### config.mk
export PLATFORM = sky130hd
export DESIGN_NAME = bus_ir_arbiter
export DESIGN_NICKNAME = d
export VERILOG_FILES = /design/src/rtl/bus_ir_arbiter.sv
export SDC_FILE = /design/constraint.sdc
export NUM_CORES = 1
export LEC_CHECK = 0
export CAP_MARGIN = 20
export CORE_UTILIZATION = 30
export DETAILED_ROUTE_END_ITERATION = 10
export PLACE_DENSITY_LB_ADDON = 0.08
export SETUP_SLACK_MARGIN = 0.2
export SKIP_CTS_REPAIR_TIMING = 1
export SLEW_MARGIN = 40
export SYNTH_ARGS = -nofsm -noshare
export SYNTH_HDL_FRONTEND = slang
export SYNTH_SLANG_ARGS = --single-unit
### constraint.sdc
create_clock -name clock -period 1.5 [get_ports clock]
set_input_delay 0.375 -clock clock [delete_from_list [all_inputs] [get_ports clock]]
set_output_delay 0.375 -clock clock [all_outputs]
set_load 0.02 [all_outputs]
### src/rtl/bus_ir_arbiter.sv
// bus_ir_arbiter: two fetch requesters share one memory bus, one transaction outstanding.
// Define BUS_IR_ARBITER_RR_EN for round-robin ties; otherwise requester 0 wins ties.
module bus_ir_arbiter #(
    parameter int data_width = 32,
    parameter int addr_width = 32
) (
    input  logic                  clock,
    input  logic                  reset,
    input  logic                  req0_addr_valid,
    output logic                  req0_addr_ready,
    input  logic [addr_width-1:0] req0_addr,
    output logic                  req0_data_valid,
    input  logic                  req0_data_ready,
    output logic [data_width-1:0] req0_data,
    input  logic                  req1_addr_valid,
    output logic                  req1_addr_ready,
    input  logic [addr_width-1:0] req1_addr,
    output logic                  req1_data_valid,
    input  logic                  req1_data_ready,
    output logic [data_width-1:0] req1_data,
    output logic                  bus_addr_valid,
    input  logic                  bus_addr_ready,
    output logic [addr_width-1:0] bus_addr,
    input  logic                  bus_data_valid,
    output logic                  bus_data_ready,
    input  logic [data_width-1:0] bus_data
);
    typedef enum logic [1:0] {IDLE, ADDR, DATA} state_t;
    state_t state, state_d;
    logic [addr_width-1:0] addr_q, addr_d;
    logic grant_q, grant_d, pick1;
`ifdef BUS_IR_ARBITER_RR_EN
    logic last_q, last_d;
    // A tie goes to whichever requester was not served last.
    assign pick1 = req1_addr_valid && (!req0_addr_valid || !last_q);
    assign last_d = (state == DATA && bus_data_valid && bus_data_ready) ? grant_q : last_q;
    always_ff @(posedge clock or negedge reset)
        if (!reset) last_q <= 1'b1;
        else last_q <= last_d;
`else
    assign pick1 = req1_addr_valid && !req0_addr_valid;
`endif
    assign bus_addr = addr_q;
    assign req0_data = bus_data;
    assign req1_data = bus_data;
    always_ff @(posedge clock or negedge reset)
        if (!reset) begin
            state <= IDLE;
            addr_q <= '0;
            grant_q <= 1'b0;
        end else begin
            state <= state_d;
            addr_q <= addr_d;
            grant_q <= grant_d;
        end
    // Handshake outputs are gated by reset so nothing is offered while it is held low.
    always_comb begin
        state_d = state;
        addr_d = addr_q;
        grant_d = grant_q;
        req0_addr_ready = 1'b0;
        req1_addr_ready = 1'b0;
        req0_data_valid = 1'b0;
        req1_data_valid = 1'b0;
        bus_addr_valid = 1'b0;
        bus_data_ready = 1'b0;
        if (reset) begin
            case (state)
                IDLE: begin
                    req0_addr_ready = req0_addr_valid && !pick1;
                    req1_addr_ready = pick1;
                    if (req0_addr_valid || req1_addr_valid) begin
                        state_d = ADDR;
                        addr_d = pick1 ? req1_addr : req0_addr;
                        grant_d = pick1;
                    end
                end
                ADDR: begin
                    bus_addr_valid = 1'b1;
                    if (bus_addr_ready) state_d = DATA;
                end
                DATA: begin
                    req0_data_valid = bus_data_valid && !grant_q;
                    req1_data_valid = bus_data_valid && grant_q;
                    bus_data_ready = grant_q ? req1_data_ready : req0_data_ready;
                    if (bus_data_valid && bus_data_ready) state_d = IDLE;
                end
                default: state_d = IDLE;
            endcase
        end
    end
endmodule

* Yosys cells after proc, flatten, opt, wreduce, memory -nomap -nowiden *
Cells that the tools add are included.

word-level totals
  bits in registers = 35
  input bits = 104
  output and inout port bits = 102
  logic and storage cells = 38

cells by class
  eq/ne operators = 5
  mux-type cells = 18
  reduce and logical (&&, ||, !) cells = 12

operators with widths
  operator                                                          number
  32-bit two-way mux                                                1
  1-bit two-way mux                                                 13
  2-bit two-way mux                                                 3
  2-bit != test (second input constant)                             3
  2-bit one-hot mux with 3 select lines                             1
  1-bit logical AND                                                 5
  4-bit AND reduction                                               1
  1-bit logical NOT                                                 3
  3-bit AND reduction                                               1
  2-bit by 1-bit == test with 1-bit output (second input constant)  1
  2-bit == test (second input constant)                             1
  2-bit logical NOT                                                 1
  1-bit logical OR                                                  1

* Longest topological paths before layout *
  depth after elaboration = 6
  depth in mapped cells = 5
  mapped depth without buffers = 3

* Worst setup path after synthesis *
OpenSTA, ideal clock, no wires.

  kind = input to output
  start = in req0_addr_valid
  end = out req1_addr_ready
  data arrival time = 1.105 ns
  data required time = 1.125 ns
  setup slack = 0.020 ns
  stages on the path = 4
  path buffers = 2
  cell sequence = nand2b_1 > buf_6 > buf_8 > nor2b_1

on the way
  longest elaborated chain between the ends = 4

ends and longest elaborated chain
  item               RTL line  RTL
  from (decl)        9         input logic req0_addr_valid,
  1-bit logical NOT  41        assign pick1 = req1_addr_valid && !req0_addr_valid;
  1-bit logical AND  41
  1-bit two-way mux  68        case (state)
  1-bit two-way mux  67        if (reset) begin
  to (decl)          16        output logic req1_addr_ready,

Every way passes these cells.

* Worst setup path after layout *
  start = reg state[1]
  end = out req1_data_valid

on the way
  longest elaborated chain between the ends = 3

ends and longest elaborated chain
  item                    RTL line  RTL
  from (decl)             29        state_t state, state_d;
  from (signal assigned)  52        state <= state_d;
  2-bit == test           68
  1-bit two-way mux       68
  1-bit two-way mux       67
  to (decl)               18        output logic req1_data_valid,

Every way passes these cells.

==> results.cfg <==
[critical_path]
cp_num_buf_inv = 1
crit_slowest_cell = dfrtp_1
startpoint_type = register
path_cells = and3b_2, and3_1, buf_6
rr_endpoint = bus_addr[10]
rr_worst_depth = 5
worstPathRequired_ps = 1120
critPathMaxStageDelay_ps = 420
cp_num_cells = 3
path_class = register to output port
critPathMaxFanout = 3
cp_top_family = simple AND/OR/NAND/NOR gates
critPathCaptureType = output port
timing.rr.start = state[0]
ff2ff_setup_slack_ps = -100
crit_arrival_ps = 1260
crit_start = state[1]
cp-endpoint = req1_data_valid

[grt]
grt_usage = 0.1213
grt_pass1_vias = 1582
grt_max_degree = 31
grt-ovfl-total = 0
grt_pass1_wl_mm = 8.190
antenna_found_initial = 0

[timing]
final.setup.worst_slack_ps = -135.5
slew_headroom = 0.7353
finalCritPeriodShare = 1.090
final_max_slew_viol_count = 0
max_freq_ghz = 0.6114
period_minus_slack_ps = 1636
finalSetupViolCount = 38
hold_viol = 0
skew_ps = 11.00
rsz0062_at_grt = true
worst_slew_pin_slew_ps = 397.0

[synthesis]
synth.most_common_cell = buf_4
yosys.area.top_type = dfrtp_1
synth-edff-count = 0
synth-main-ff-cell = dfrtp_1
avgSynthCellArea_um2 = 13.38
yosys-top-cells-area = dfrtp_1 34%, mux2_4 34%, buf_4 19%
synth_top_area_share = 0.3426
synth_area_um2 = 2556
yosysUniqueCellTypes = 21
synth.top_cells.by_count = 64 x buf_4, 58 x mux2_4, 35 x dfrtp_1
synth_nets = 295
synthCells = 191
ys_warn_count = 0
synth_seq_cells = 35
seq_area_frac_synth = 0.3426
synth-async-reset-ratio = 1.000

[detailed_routing]
drtIter0Drc = 3
routed_wl_mm = 5.901
wl_per_cell_um = 16.39
via_count = 1539
ant_nets = 0
drc = 0
post_drt_via_cell_ratio = 4.275
dr.pass1.iters = 3

[clock_tree]
cts-root-buf = clkbuf_8
cts_buffers = 5
cts_sinks = 35
clock_path_buffers = 2
clk_pin_slew_ps = 60
h-tree-depth = 2
tritoncts = done
clkLatencyLatePin_ps = 280

[final_layout]
fin_nets = 358
fillers = 738
diodes = 0
syn2layout_area_growth_pct = 42.88
layout-drive-gt1-share = 0.4353
fin_util = 0.4445
layout.cells.non_filler = 360

[floorplanning]
core_area_um2 = 8217
die_x_um = 94.31
start_util = 0.3111
ios = 206
rows = 33
die_y_um = 94.31
design.die.area_um2 = 8893

[place]
gp_congestion = 0.7046
portBuffers = 109
placedCellCount = 348
hpwl_mm = 4.196

[power_and_ir_drop]
power.density_nw_per_um2 = 1547
p_leak_nw = 1.948
vdd_drop_max_mv = 0.5532

[status]
violations = setup timing
status = finished, violations left

[flow_run]
drv_cap = 0

[hold_path]
hold_path_class = input pin to async pin
## area by class of cell
class                   instances  area [um2]  share of cell area
well taps                     105       131.4             0.03597
clock buffers                   8       100.1             0.02741
multi-input cells              84        1134              0.3104
repair buffers                128        1410              0.3861
flip-flops and latches         35       877.1              0.2402
## worst min path at each step
stage / cells past startpoint / end / slack [ps] / from
after detailed placement: 2 / state[0] / 380 / reset
after CTS: 2 / state[0] / 70 / reset
after floorplan: 0 / bus_addr[0] / 80 / reset
after global placement: 2 / state[0] / 390 / reset
final: 2 / state[1] / 80 / reset
after global routing: 2 / state[1] / 90 / reset
## kinds of logic after synthesis
logic type,after synthesis,synth area share
and+or+nand+nor,13,0.03182
DFF,35,0.3426
buffers and inverters,72,0.2379
muxes,65,0.3710
AOI/OAI and AO/OA,6,0.01664
## sequential cells by signal, indices dropped and copies added (netlist names)
name / cells
state: 2
bus_addr: 32
grant_q: 1
## through the flow
stage	setup TNS (ps)	total power, W	hold WS, ps	setup slack (ps)	cell area (um2)
6_report	-3293	0.005649	81.16	-135.5	3652
5_1_grt	-6555	0.005968	94.91	-223.0	3652
4_1_cts	-14290	0.005698	74.40	-652.9	3440
3_5_place_dp	-19180	0.004897	382.9	-598.7	3339
3_3_place_gp	-18570	0.004896	391.0	-588.4	3339
2_1_floorplan	0	0.003765	79.41	32.78	2564
## power breakdown
group          total (W)  internal (W)  switching [W]
Sequential       0.00171       0.00143       0.000276
Combinational    0.00319       0.00191        0.00128
Clock           0.000745      0.000419       0.000326
Total            0.00565       0.00377        0.00188
## routing by layer
metal,GRT usage,share of wire
met5,0,0
met3,0.05421,0.10
met1,0.1261,0.36
met4,0.05513,0.038
met2,0.2089,0.50
## layout by cell type, fill, tap and decap left out
cell type,synthesis,routed
and3b_2,0,2
nor3b_4,0,1
clkbuf_16,0,3
clkbuf_2,0,3
buf_12,3,4
and3_1,1,1
nor2_2,0,1
mux2_4,58,61
o211a_1,1,1
clkdlybuf4s50_1,0,66
clkbuf_1,0,1
nor2b_4,0,1
buf_2,0,1
o21ai_0,1,1
mux2_2,6,3
a21oi_1,1,1
buf_8,3,1
nor2b_2,0,1
nor2_1,2,1
dfrtp_2,0,1
o21a_4,0,1
mux2i_4,0,1
and2_4,0,1
dfrtp_1,35,34
clkbuf_8,0,7
nand2b_4,0,1
nand2_1,3,3
buf_4,64,12
a21o_1,2,2
buf_6,2,5
dlymetal6s2s_1,0,33
Power figures use the tool's default switching activity.
==> RTL edit 1 (same flow settings) <==
Encoding of `state_t`: now one-hot (3 bits for 3 states).
--- a/src/rtl/bus_ir_arbiter.sv
+++ b/src/rtl/bus_ir_arbiter.sv
@@ -27,3 +27,3 @@
 );
-    typedef enum logic [1:0] {IDLE, ADDR, DATA} state_t;
+    typedef enum logic [2:0] {IDLE = 3'b001, ADDR = 3'b010, DATA = 3'b100} state_t;
     state_t state, state_d;
Formal check against the unedited RTL: no difference found for any inputs over 10 cycles, from zero or initial values and one cycle with reset low; not proved beyond that.
==> RTL edit 1 against the unedited design <==
The run still ends with setup timing left. Design area rose by 1.0%. Combinational power rose by 3%. Register-to-register slack got worse by 0.19 ns. Clock skew fell by 0.0031 ns. Sequential cell count rose by 1. Cell count rose by 3.1%. Routed wire length rose by 8.6%. Synthesized area rose by 2.3%. Hold slack got worse by 0.047 ns. Worst setup slack got worse by 0.15 ns. Total power rose by 4.6%. First-iteration DRC count rose to 14 times the old value. Clock power rose by 13%.
==> RTL edit 1: results (changes against the unedited design) <==
Filler cells 794 (+7.6%); Worst Hold Class input port to asynchronous set/reset pin; violated checks setup timing; Synth Instances 198 (+3.7%); Vias/cell 4.40 (+3.0%); Post-Layout Cell Count 371 (+3.1%); clk slew on worst S/H paths roughly 0.07 ns; FFs w/ async S/R, synth 100% (unchanged); n_diodes 0 (unchanged); status finished with violations; top cells by count, synth 64 x buf_4, 58 x mux2_4, 35 x dfrtp_1, 6 x mux2_2, 5 x nor2_1; pre-CTS setup slack -0.634 ns (-0.0356 ns); Fin Clk Skew 0.00788 ns (-0.00312 ns); CP max-delay cell dfrtp_2; Final Core Density 44.2% (-0.21 points); port bufs 109 (unchanged); syn_nets 302 (+2.4%); crit-path max FO 11 (+8); gpl congestion 0.724 (+2.8%); multiplexer share of the synthesized area 36.3% (-0.83 points); first-pass GRT wire length 8.85 mm (+8.0%); GR Util All Layers 13.1% (+0.99 points); Final setup violation count 38 (unchanged); Synth Area in Compound Gates 1.44% (-0.23 points); Detailed Place HPWL 4.72 mm (+13%); maximum VDD drop 0.621 mV (+12%); Critical Path AT 1.95 ns (+0.69 ns); Slew headroom 76.8% (+3.2 points); Synth cell types 24 (+14%); sequential area share after synthesis 34.5% (+0.23 points); share of layout cells above drive strength 1 46.6% (+3.1 points); placed cell area 3450 um^2 (+3.3%); Total Routed Length 6.41 mm (+8.6%); crit-path max cell delay 0.45 ns (+0.03 ns); CP top delay family buffers and inverters; sw power 0.00201 W (+6.6%); final worst slack -0.286 ns (-0.151 ns); clk_lat worst skew 0.28 ns (about the same); First DRT Iteration DRCs 41 (+38); Root Driver clkbuf_8; largest net degree at the start of global routing 27 (-13%); synth top area cells dfrtp_1 33%, mux2_4 33%, buf_4 18%, mux2_2 2.6%, buf_6 1.7%; DP Cell Count 360 (+3.4%); static leakage 1.88 nW (-3.6%); initial antenna violation count 0 (unchanged); number of global-route vias before repair 1648 (+4.2%); Synth Area in Adders 0% (unchanged); setup TNS -9.83 ns (-6.54 ns); drt pass-1 iters 3 (unchanged); Ys Warns 0 (unchanged)
==> RTL edit 1: cell count changes in the layout (fill, tap and decap cells not counted), sizes merged, moves of 2 or more <==
cell           change
a21oi              +2
and3b              -2
buf                +4
clkbuf             +3
clkdlybuf4s50      +4
dlymetal6s2s      -10
nor2               +4
nor4bb             +2
==> RTL edit 1: final timing paths <==
kind,start,to,slack (ns),cells after the start
max,state[1],bus_addr[4],-0.29,6
min,reset,grant_q,0.03,2
max reg2reg,state[1],bus_addr[4],-0.29,6
min reg2reg,bus_addr[0],bus_addr[0],0.51,1
max in group asynchronous,reset,bus_addr[11],0.82,3
min in group clock,bus_addr[0],bus_addr[0],0.51,1
==> RTL edit 1: power by group through the flow <==
stage | Combinational [W] | Sequential, W | Clock (W)
finish | 0.00328 | 0.00179 | 0.000841
global route | 0.00348 | 0.00184 | 0.000925
CTS | 0.00337 | 0.00177 | 0.000887
detailed placement | 0.00335 | 0.00177 | 0
global placement | 0.00334 | 0.00178 | 0
floorplan | 0.00158 | 0.00234 | 0
==> RTL edit 1: metal layers <==
layer  global-route usage, %  up-vias  share of wire [%]
li1                        -      747                  -
met1                    14.0      747                 38
met2                    23.2      112                 48
met3                    3.83       27                 11
met4                    6.82        0                2.9
met5                       0        -                  0
==> RTL edit 1: layout make-up <==
type                            instances  share of cell area [%]
Clock inverter                          2                   0.949
Inverter                                1                   0.102
Timing Repair Buffer                  131                    36.6
Clock buffer                            6                    1.97
Tap cell                              105                    3.56
Sequential cell                        36                    24.5
Multi-Input combinational cell         90                    32.3
==> RTL edit 1: cell families after synthesis <==
kind of cell           Yosys count
AOI/OAI and AO/OA                6
buffers and inverters           72
DFF                             36
muxes                           65
and+or+nand+nor                 19
==> RTL edit 2 (config.mk and constraints unchanged) <==
Without the edit above. Build with the macro `BUS_IR_ARBITER_RR_EN` defined.
--- a/src/rtl/bus_ir_arbiter.sv
+++ b/src/rtl/bus_ir_arbiter.sv
@@ -2,2 +2,4 @@
 // Define BUS_IR_ARBITER_RR_EN for round-robin ties; otherwise requester 0 wins ties.
+`define BUS_IR_ARBITER_RR_EN
+
 module bus_ir_arbiter #(
Formal check against the unedited RTL: not equivalent (a bounded check fails within 4 cycles, from zero or initial values and one cycle with reset low).
==> RTL edit 2 against the unedited design <==
The run still ends with setup timing left. Total power down 9.8%. Combinational power down 15%. Critical path depth up 1. Routed wire length up 1.6%. Synthesized area down 12%. Sequential cell count up 1. Critical path type unchanged. Design area down 14%. Via count up 12%. Hold slack better by 0.088 ns. Global-route usage up 3.5 points. Worst setup slack worse by 0.046 ns. First-iteration DRC count rose to 18 times the old value.
==> RTL edit 2: results (changes against the unedited design) <==
status finished with violations; violated checks setup timing; setup TNS -1.11 ns (+2.18 ns); Final setup violation count 29 (-24%); endpoint of the worst setup timing path req1_addr_ready; largest net degree at the start of global routing 34 (+9.7%); Pwr Total 0.00509 W (-9.8%); CTS Sinks 36 (+2.9%); maximum VDD drop 0.605 mV (+9.4%); pre-CTS setup slack -0.706 ns (-0.108 ns); gpl congestion 0.658 (-6.6%); Filler cells 694 (-6.0%); Vias/cell 4.80 (+12%); Seq pwr share 34.1% (+3.8 points); Slew headroom 78.6% (+5.1 points); first-pass GRT wire length 9.24 mm (+13%); multiplexer share of the synthesized area 0.446% (-37 points); Fin Hold WS 0.169 ns (+0.0875 ns); Power Dens Cells 1620 nW/um^2 (+4.9%); Synth Instances 208 (+8.9%); CP top delay family flip-flops; First DRT Iteration DRCs 53 (+50); crit-path max cell delay 0.45 ns (+0.03 ns); Critical Path AT 1.31 ns (+0.05 ns); top cells by count, synth 65 x buf_4, 35 x dfrtp_1, 32 x or3_1, 28 x o221a_2, 9 x nand2_1; share of layout cells above drive strength 1 28.6% (-15 points); number of global-route vias before repair 1780 (+13%); Synth Area in Compound Gates 17.7% (+16 points); drt pass-1 iters 4 (+1); clock share of power 13.0% (-0.2 points); Fin Clk Skew 0.00352 ns (-0.00749 ns); post-layout net count 363 (+1.4%); R2R cell count 4 (-1); Detailed Place HPWL 4.04 mm (-3.8%); per-cell routed wire length 16.7 um (+2.1%); Sw Ratio 37.2% (+3.9 points); crit-path max FO 4 (+1); static leakage 1.36 nW (-30%); Inserted Clock Buffers 5 (unchanged); internal reg-to-reg setup slack -0.03 ns (+0.07 ns); final worst slack -0.181 ns (-0.0456 ns); Total Routed Length 5.99 mm (+1.6%); placed cell area 2990 um^2 (-10%); GR Util All Layers 15.7% (+3.5 points); largest family of logic cells by synthesized area buffers and inverters; n_diodes 0 (unchanged)
==> RTL edit 2: changes by cell type after synthesis, moves of 4 or more <==
cell / before / now
o221a_2: 0 / 28
o221a_1: 0 / 4
nand2_1: 3 / 9
or3_1: 0 / 32
mux2_4: 58 / 0
clkbuf_1: 0 / 6
buf_6: 2 / 6
mux2_2: 6 / 0
==> RTL edit 2: worst register-to-register path: stages (launching register included) <==
cell and delay, ns:
dfrtp_2 0.45, nand4bb_4 0.27, buf_12 0.20, or3_1 0.36
o221a_2 0.14
==> RTL edit 2: layer usage <==
layer / up-vias / routed length, um / global-route usage, %
met4: 0 / 56 / 3.67
met1: 783 / 2760 / 19.2
met3: 12 / 688 / 8.40
li1: 797 / - / -
met5: - / 0 / 0
met2: 128 / 2490 / 24.3
==> RTL edit 2: cell type report <==
class	instances	share of cell area [%]
Timing Repair Buffer	121	39.2
Sequential cell	36	28.8
Multi-Input combinational cell	92	25.1
Tap cell	99	3.94
Clock buffer	6	2.31
Inverter	3	0.438
Clock inverter	1	0.159
